[src/rtl/ram_access_sched.sv]
// Single-port RAM access scheduler: arbitrates a FIFO-style producer and consumer onto one RAM.
// Define RAM_SCHED_WRPRIO_EN for fixed write priority; default build uses round-robin arbitration.
module ram_access_sched #(
  parameter int DATA_WIDTH = 8,
  parameter int ADDR_WIDTH = 3
) (
  input  logic                  clk,
  input  logic                  reset,
  input  logic                  sclr,
  input  logic                  wr_req,
  input  logic [DATA_WIDTH-1:0] wr_data,
  output logic                  wr_ack,
  input  logic                  rd_req,
  output logic                  rd_ack,
  output logic [DATA_WIDTH-1:0] rd_data,
  output logic                  rd_valid,
  output logic                  ram_en,
  output logic                  ram_we,
  output logic [ADDR_WIDTH-1:0] ram_addr,
  output logic [DATA_WIDTH-1:0] ram_din,
  input  logic [DATA_WIDTH-1:0] ram_dout,
  output logic [ADDR_WIDTH:0]   count,
  output logic                  full,
  output logic                  empty
);

  localparam logic [ADDR_WIDTH:0]   CNT_FULL = {1'b1, {ADDR_WIDTH{1'b0}}};
  localparam logic [ADDR_WIDTH:0]   CNT_ONE  = {{ADDR_WIDTH{1'b0}}, 1'b1};
  localparam logic [ADDR_WIDTH-1:0] PTR_ONE  = {{(ADDR_WIDTH-1){1'b0}}, 1'b1};

  logic [ADDR_WIDTH-1:0] wr_ptr_q, wr_ptr_d;
  logic [ADDR_WIDTH-1:0] rd_ptr_q, rd_ptr_d;
  logic [ADDR_WIDTH:0]   count_q, count_d;
  logic                  rd_valid_q;
  logic                  clr;
  logic                  wr_elig, rd_elig, wr_win;
  logic                  grant_wr, grant_rd;

  assign clr   = reset | sclr;
  assign full  = (count_q == CNT_FULL);
  assign empty = (count_q == '0);
  assign count = count_q;

  assign wr_elig = wr_req & ~full;
  assign rd_elig = rd_req & ~empty;

`ifdef RAM_SCHED_WRPRIO_EN
  assign wr_win = 1'b1;
`else
  // wr_turn_q: write owns the next contended cycle
  logic wr_turn_q, wr_turn_d;
  assign wr_win = wr_turn_q;

  always_comb begin
    wr_turn_d = wr_turn_q;
    if (wr_elig && rd_elig) wr_turn_d = ~grant_wr;
  end

  always_ff @(posedge clk) begin
    if (clr) wr_turn_q <= 1'b1;
    else     wr_turn_q <= wr_turn_d;
  end
`endif

  // Full/empty already removed the blocked side from eligibility, so the
  // no-bypass cases never look contended and leave the arbiter alone.
  assign grant_wr = ~clr & wr_elig & (~rd_elig | wr_win);
  assign grant_rd = ~clr & rd_elig & ~(wr_elig & wr_win);

  assign wr_ack  = grant_wr;
  assign rd_ack  = grant_rd;
  assign ram_din = wr_data;
  assign rd_data = ram_dout;
  // Masked during clear so a read issued just before reset never reports valid.
  assign rd_valid = rd_valid_q & ~clr;

  always_comb begin
    ram_en   = 1'b0;
    ram_we   = 1'b0;
    ram_addr = '0;
    wr_ptr_d = wr_ptr_q;
    rd_ptr_d = rd_ptr_q;
    count_d  = count_q;
    if (grant_wr) begin
      ram_en   = 1'b1;
      ram_we   = 1'b1;
      ram_addr = wr_ptr_q;
      wr_ptr_d = wr_ptr_q + PTR_ONE;
      count_d  = count_q + CNT_ONE;
    end else if (grant_rd) begin
      ram_en   = 1'b1;
      ram_addr = rd_ptr_q;
      rd_ptr_d = rd_ptr_q + PTR_ONE;
      count_d  = count_q - CNT_ONE;
    end
  end

  always_ff @(posedge clk) begin
    if (clr) begin
      wr_ptr_q   <= '0;
      rd_ptr_q   <= '0;
      count_q    <= '0;
      rd_valid_q <= 1'b0;
    end else begin
      wr_ptr_q   <= wr_ptr_d;
      rd_ptr_q   <= rd_ptr_d;
      count_q    <= count_d;
      rd_valid_q <= grant_rd;
    end
  end

endmodule

[config.mk]
export PLATFORM = sky130hd
export DESIGN_NAME = ram_access_sched
export DESIGN_NICKNAME = d
export VERILOG_FILES = /design/src/rtl/ram_access_sched.sv
export SDC_FILE = /design/constraint.sdc
export NUM_CORES = 1
export LEC_CHECK = 0
export CAP_MARGIN = 40
export CORE_MARGIN = 10
export CORE_UTILIZATION = 33
export CTS_CLUSTER_SIZE = 30
export DETAILED_ROUTE_END_ITERATION = 8
export PLACE_DENSITY = 0.82
export SETUP_SLACK_MARGIN = 0.15
export SKIP_CTS_REPAIR_TIMING = 1
export SYNTH_ARGS = -nofsm -noshare
export SYNTH_HDL_FRONTEND = slang
export SYNTH_SLANG_ARGS = --single-unit
[constraint.sdc]
create_clock -name clk -period 2.54 [get_ports clk]
set_input_delay 0.508 -clock clk [delete_from_list [all_inputs] [get_ports clk]]
set_output_delay 0.508 -clock clk [all_outputs]
set_load 0.1 [all_outputs]
==> out/results.tsv, run 1 <==
metric	value	unit
cts.sinks	12	
drive_gt1_share	51.2	%
r2r_cells	8	
wire_per_inst	16.4	um
final_util	53.8	%
start_kind	flip-flop	
seq_area	255	um^2
grt_pass1_wl	3.53	mm
reg2reg_from	count[2]	
critical_path_class	flip-flop to output pin	
ff2ff_setup_slack	0.20	ns
netlist_area	857	um^2
critPathCaptureType	output pin	
initialDrtViolationCount	64	
grt_overflow_total	0	
cts-root-buf	clkbuf_4	
power_leakage	0.555	nW
clk_pin_slew	0.09	ns
slew_headroom	72.8	%
fin_crit	2.57	ns
yosysWarnings	0	
crit_slowest_cell	or3_4	
min_from	wr_ptr_q[1]	
syn-num-nets	127	
fp-row-count	18	
hold_viol_final	0	
power.total	0.725	mW
fillers	211	
rsz0062_at_grt	yes	
ys_seq_area_share	28.0	%
multi_input_area	549	um^2
nNetsFinal	154	
layout_setup_ws	-0.0275	ns
grtUsageMet2	13.5	%
gr-max-usage-layer	met2	
outcome	complete, but fails checks	
cts_buffers	3	
crit_family	simple AND/OR/NAND/NOR gates	
drv_slew	0	
setup_viol_count_final	3	
critical_path_cell_count	6	
slowest_delay	0.43	ns
initial_utilization	34.6	%
clock.fmax	0.389	GHz
fp.dieH	71.0	um
wl	2.57	mm
p_per_area	543	nW/um^2
cts_tree	built	
period_share	101	%
ir_worst_vdd	0.527	mV
synth_cell_types	29	
portBuffers	18	
synth_seq_cells	12	
area_growth	55.6	%
die_area	5040	um^2
critPathArrivalTime	2.06	ns
place_hpwl	1.68	mm
first_pass_iters	6	
synth.avg_cell_area	8.49	um^2
reg2reg_to	count[3]	
max_cap_viol_count	0	
antenna_found_initial	0	
vias_per_cell	5.25	
h-tree-depth	1	
clock-skew-final	0.00925	ns
path_max_fanout	7	
violations	negative setup slack	
grt_util_met3	4.60	%
met1_usage	8.72	%
syn_inst	101	
place.gp.congestion	0.824	
crit_chain	or3_4, a311oi_4, buf_6, a22oi_1, nor2_4, buf_12	
insertion_delay	0.29	ns
grt_start_max_net_pins	13	
via_count	824	
fp.coreArea	2480	um^2
antenna_cells	0	
grt_pass1_vias	731	
die_x	71.0	um
tightest_slew	0.406	ns
cp.required	2.03	ns
cts_buffer_depth	2	
ioPinCount	51	
finalSetupTns	-0.0699	ns
track_usage	8.22	%
hold_path_class	flip-flop to flip-flop	
whs_path_depth	2	
hold_path_end	wr_ptr_q[1]	
drc_errors	0	
detail-route-antenna-nets	0	
path_buf_inv	2	
[cell usage in the layout, fill, tap and decap left out, types with 3 or more instances in the layout]
| cell | instances |
|---|---|
| a21oi_1 | 3 |
| clkbuf_4 | 3 |
| nand2_1 | 6 |
| dfxtp_4 | 4 |
| nor2_1 | 10 |
| ha_1 | 4 |
| buf_4 | 26 |
| nor2_4 | 4 |
| xnor2_1 | 3 |
| dfxtp_1 | 8 |
| buf_12 | 9 |
| inv_1 | 3 |
| mux2i_1 | 3 |
[synth_stat cells]
cell,count,share of area [%]
or3_4,1,1.3
buf_4,17,15
nor2_1,14,6.1
ha_1,4,5.8
inv_1,5,2.2
xnor2_1,3,3.1
and2_1,3,2.2
clkbuf_1,3,1.3
xor2_1,2,2.0
o41a_1,1,1.3
o2bb2ai_1,1,1.0
o21ai_0,1,0.58
mux2i_1,3,3.5
o211ai_1,1,0.88
a311o_1,1,1.2
o31a_1,1,1.0
fa_1,1,2.3
a31o_2,2,2.0
nor3_1,1,0.58
nand3_1,3,1.8
a211oi_1,2,1.8
nand2_1,7,3.1
a311oi_4,1,3.1
a21oi_1,4,2.3
nand4_1,2,1.5
dfxtp_1,12,28
a22oi_1,3,2.6
nor4b_2,1,1.8
or2_2,1,0.73
[metal layers]
layer / up-vias / part of all wire, %
met3: 8 / 10
met5: - / 0
met1: 396 / 38
met2: 33 / 50
met4: 0 / 1.1
li1: 387 / -
[flip-flops by register name (all words and copies together), names as in the netlist]
signal and cells:
wr_turn_q 1, count 4, rd_ptr_q 3, wr_ptr_q 3
rd_valid_q 1
[power by group]
part	internal [mW]	switching [mW]
sequential	0.199	0.0173
combinational	0.145	0.226
clock	0.0610	0.0758
total	0.405	0.320
[how the worst max path moves through the flow]
stage | startpoint | end | slack (ns)
after global placement | rd_req | ram_addr[2] | 0.007
final | count[2] | ram_addr[0] | -0.03
after floorplan | count[3] | wr_ack | -0.89
after CTS | count[0] | ram_addr[1] | -0.1
after global routing | count[2] | ram_addr[1] | -0.06
after detailed placement | wr_req | count[3] | -0.05
[layout make-up]
class | count | area share, %
multi-input combinational | 65 | 41.2
timing repair buffer | 41 | 33.2
sequential | 12 | 19.1
clock buffer | 4 | 1.97
inverter | 5 | 1.69
tap | 30 | 2.81
[worst register-to-register path, cell delays in order, from the launching register on]
cell and delay [ns]:
dfxtp_4 0.37, or3_4 0.43, a311oi_4 0.35, nand2_2 0.14, ha_1 0.39, a21oi_4 0.21
a211oi_2 0.09, mux2i_1 0.13, o211ai_1 0.09
[logic make-up (layout without fill, tap and decap cells)]
kind of cell / count (synthesis) / count (layout) / share of synthesized area, %
and+or+nand+nor: 33 / 33 / 19.0
xor gates and xnor gates: 5 / 5 / 5.11
buffers and inverters: 25 / 50 / 18.4
DFF: 12 / 12 / 28.0
muxes: 3 / 3 / 3.50
adders and majority gates: 5 / 5 / 8.18
AOI/OAI and AO/OA: 18 / 19 / 17.8
[stage by stage]
stage | setup WS [ns] | std cells | hold slack (ns) | area [um^2]
global placement | 0.00693 | 140 | 0.478 | 1160
detailed placement | -0.0504 | 140 | 0.493 | 1160
floorplan | -0.887 | 101 | 0.453 | 935
global route | -0.0623 | 157 | 0.531 | 1330
CTS | -0.0979 | 144 | 0.505 | 1190
finish | -0.0275 | 157 | 0.507 | 1330
Power figures use the tool's default switching activity.
==> run 2: changes to the inputs <==
--- a/config.mk
+++ b/config.mk
@@ -8,6 +8,7 @@
 export CAP_MARGIN = 40
 export CORE_MARGIN = 10
 export CORE_UTILIZATION = 33
+export CTS_BUF_LIST = sky130_fd_sc_hd__clkbuf_8 sky130_fd_sc_hd__clkbuf_16
 export CTS_CLUSTER_SIZE = 30
 export DETAILED_ROUTE_END_ITERATION = 8
 export PLACE_DENSITY = 0.82
==> out/results.tsv, run 2 (synthesis gave the netlist of run 1 again) <==
metric	value	unit	change
track_usage	8.39	%	+0.17 points
final_common_cell	buf_4		
grt_start_max_net_pins	13		unchanged
ioPinCount	51		unchanged
hold_viol_final	0		unchanged
wl	2.60	mm	+1.1%
start_kind	flip-flop		
cts_buffer_depth	2		unchanged
path_max_fanout	7		unchanged
clock-skew-final	0.00213	ns	-0.00712 ns
clk_pin_slew	0.06	ns	-0.03 ns
wire_per_inst	16.6	um	+1.1%
fillers	206		-2.4%
cp.required	2.03	ns	about the same
max_cap_viol_count	0		unchanged
path_buf_inv	2		unchanged
period_share	100	%	-1.1 points
h-tree-depth	1		unchanged
outcome	complete, but fails checks		
via_count	834		+1.2%
dpl_worst_slack	-0.0504	ns	unchanged
critical_path_class	flip-flop to output pin		
drc_errors	0		unchanged
layout_setup_ws	-0.000175	ns	+0.0273 ns
insertion_delay	0.25	ns	-0.04 ns
fp-row-count	18		unchanged
slowest_delay	0.43	ns	about the same
die_x	71.0	um	unchanged
crit_slowest_cell	or3_4		
rsz0062_at_grt	yes		
antenna_cells	0		unchanged
drive_gt1_share	52.8	%	+1.6 points
antenna_found_initial	0		unchanged
slew_headroom	70.1	%	-2.8 points
place_area	1160	um^2	unchanged
instances_no_fill	157		unchanged
fin_crit	2.54	ns	-0.0273 ns
ir_worst_vdd	0.456	mV	-14%
mostFrequentLayoutCells	buf_4 (26), nor2_1 (10), buf_12 (9)		
final_util	54.8	%	+1.0 points
place.gp.congestion	0.824		unchanged
portBuffers	18		unchanged
p_per_area	572	nW/um^2	+5.3%
place_hpwl	1.68	mm	unchanged
vias_per_cell	5.31		+1.2%
fp.coreArea	2480	um^2	unchanged
largest_register_ffs	4		unchanged
power_leakage	0.558	nW	+0.65%
die_area	5040	um^2	unchanged
seq_area	255	um^2	unchanged
critPathCaptureType	output pin		
initial_utilization	34.6	%	unchanged
nNetsFinal	154		unchanged
cts.sinks	12		unchanged
violations	negative setup slack		
cts-root-buf	clkbuf_8		
drv_slew	0		unchanged
setup_viol_count_final	1		-2
grt_pass1_wl	3.60	mm	+2.0%
crit_chain	or3_4, a311oi_4, buf_6, a22oi_1, nor2_4, buf_12		
clock.fmax	0.394	GHz	+1.1%
cts_buffers	3		unchanged
multi_input_area	558	um^2	+1.6%
crit_family	simple AND/OR/NAND/NOR gates		
fp.dieH	71.0	um	unchanged
final_area	1360	um^2	+1.9%
initialDrtViolationCount	47		-27%
area_growth	58.5	%	
grt_overflow_total	0		unchanged
hold_path_class	flip-flop to flip-flop		
grt_pass1_vias	737		+0.82%
cts_tree	built		
place_inst	140		unchanged
first_pass_iters	4		-2
critPathArrivalTime	2.03	ns	-0.03 ns
detail-route-antenna-nets	0		unchanged
tightest_slew	0.447	ns	+0.0413 ns
run 2: changes by cell type in the layout (fill, tap and decap cells not counted), sizes merged:
cell,delta
dlymetal6s2s,-1
clkbuf,-1
clkdlybuf4s50,+1
inv,+1
run 2: final timing paths:
path,from,endpoint,slack [ns],depth (start not counted)
worst min register to register,wr_ptr_q[1],wr_ptr_q[1],0.50,2
worst max-delay path,count[2],ram_addr[0],-0.0002,6
worst max register to register,count[2],count[3],0.17,9
worst min-delay path,wr_ptr_q[1],wr_ptr_q[1],0.50,2
run 2: per-layer routing:
| layer | track usage, % | wire [um] |
|---|---|---|
| met1 | 8.80 | 964 |
| met2 | 13.6 | 1310 |
| met3 | 5.02 | 275 |
| met4 | 2.80 | 52 |
| met5 | 0 | 0 |
run 2: through the flow:
step                      total power [mW]  hold WS, ns  setup TNS (ns)
after CTS                            0.715        0.500          -0.147
after floorplan                      0.554        0.453           -4.16
final                                0.778        0.503       -0.000175
after global placement               0.527        0.478               0
after global routing                 0.807        0.526         -0.0946
after detailed placement             0.535        0.493          -0.152
run 2: cell type report:
type	count	area share [%]
clock inverter	1	0.276
multi-input combinational	65	41.1
tap	30	2.76
timing repair buffer	41	32.4
inverter	5	1.66
sequential	12	18.8
clock buffer	3	3.04
run 2: where the power goes:
group          switching, mW  internal, mW  total, mW  leakage [nW]
clock                 0.0791         0.107      0.186        0.0269
combinational          0.227         0.148      0.375         0.431
sequential            0.0173         0.199      0.216         0.100
run 2: worst min-delay path: stages, from the launching register on:
cell     delay (ns)
dfxtp_1        0.33
nand2_1        0.06
a21oi_1        0.06
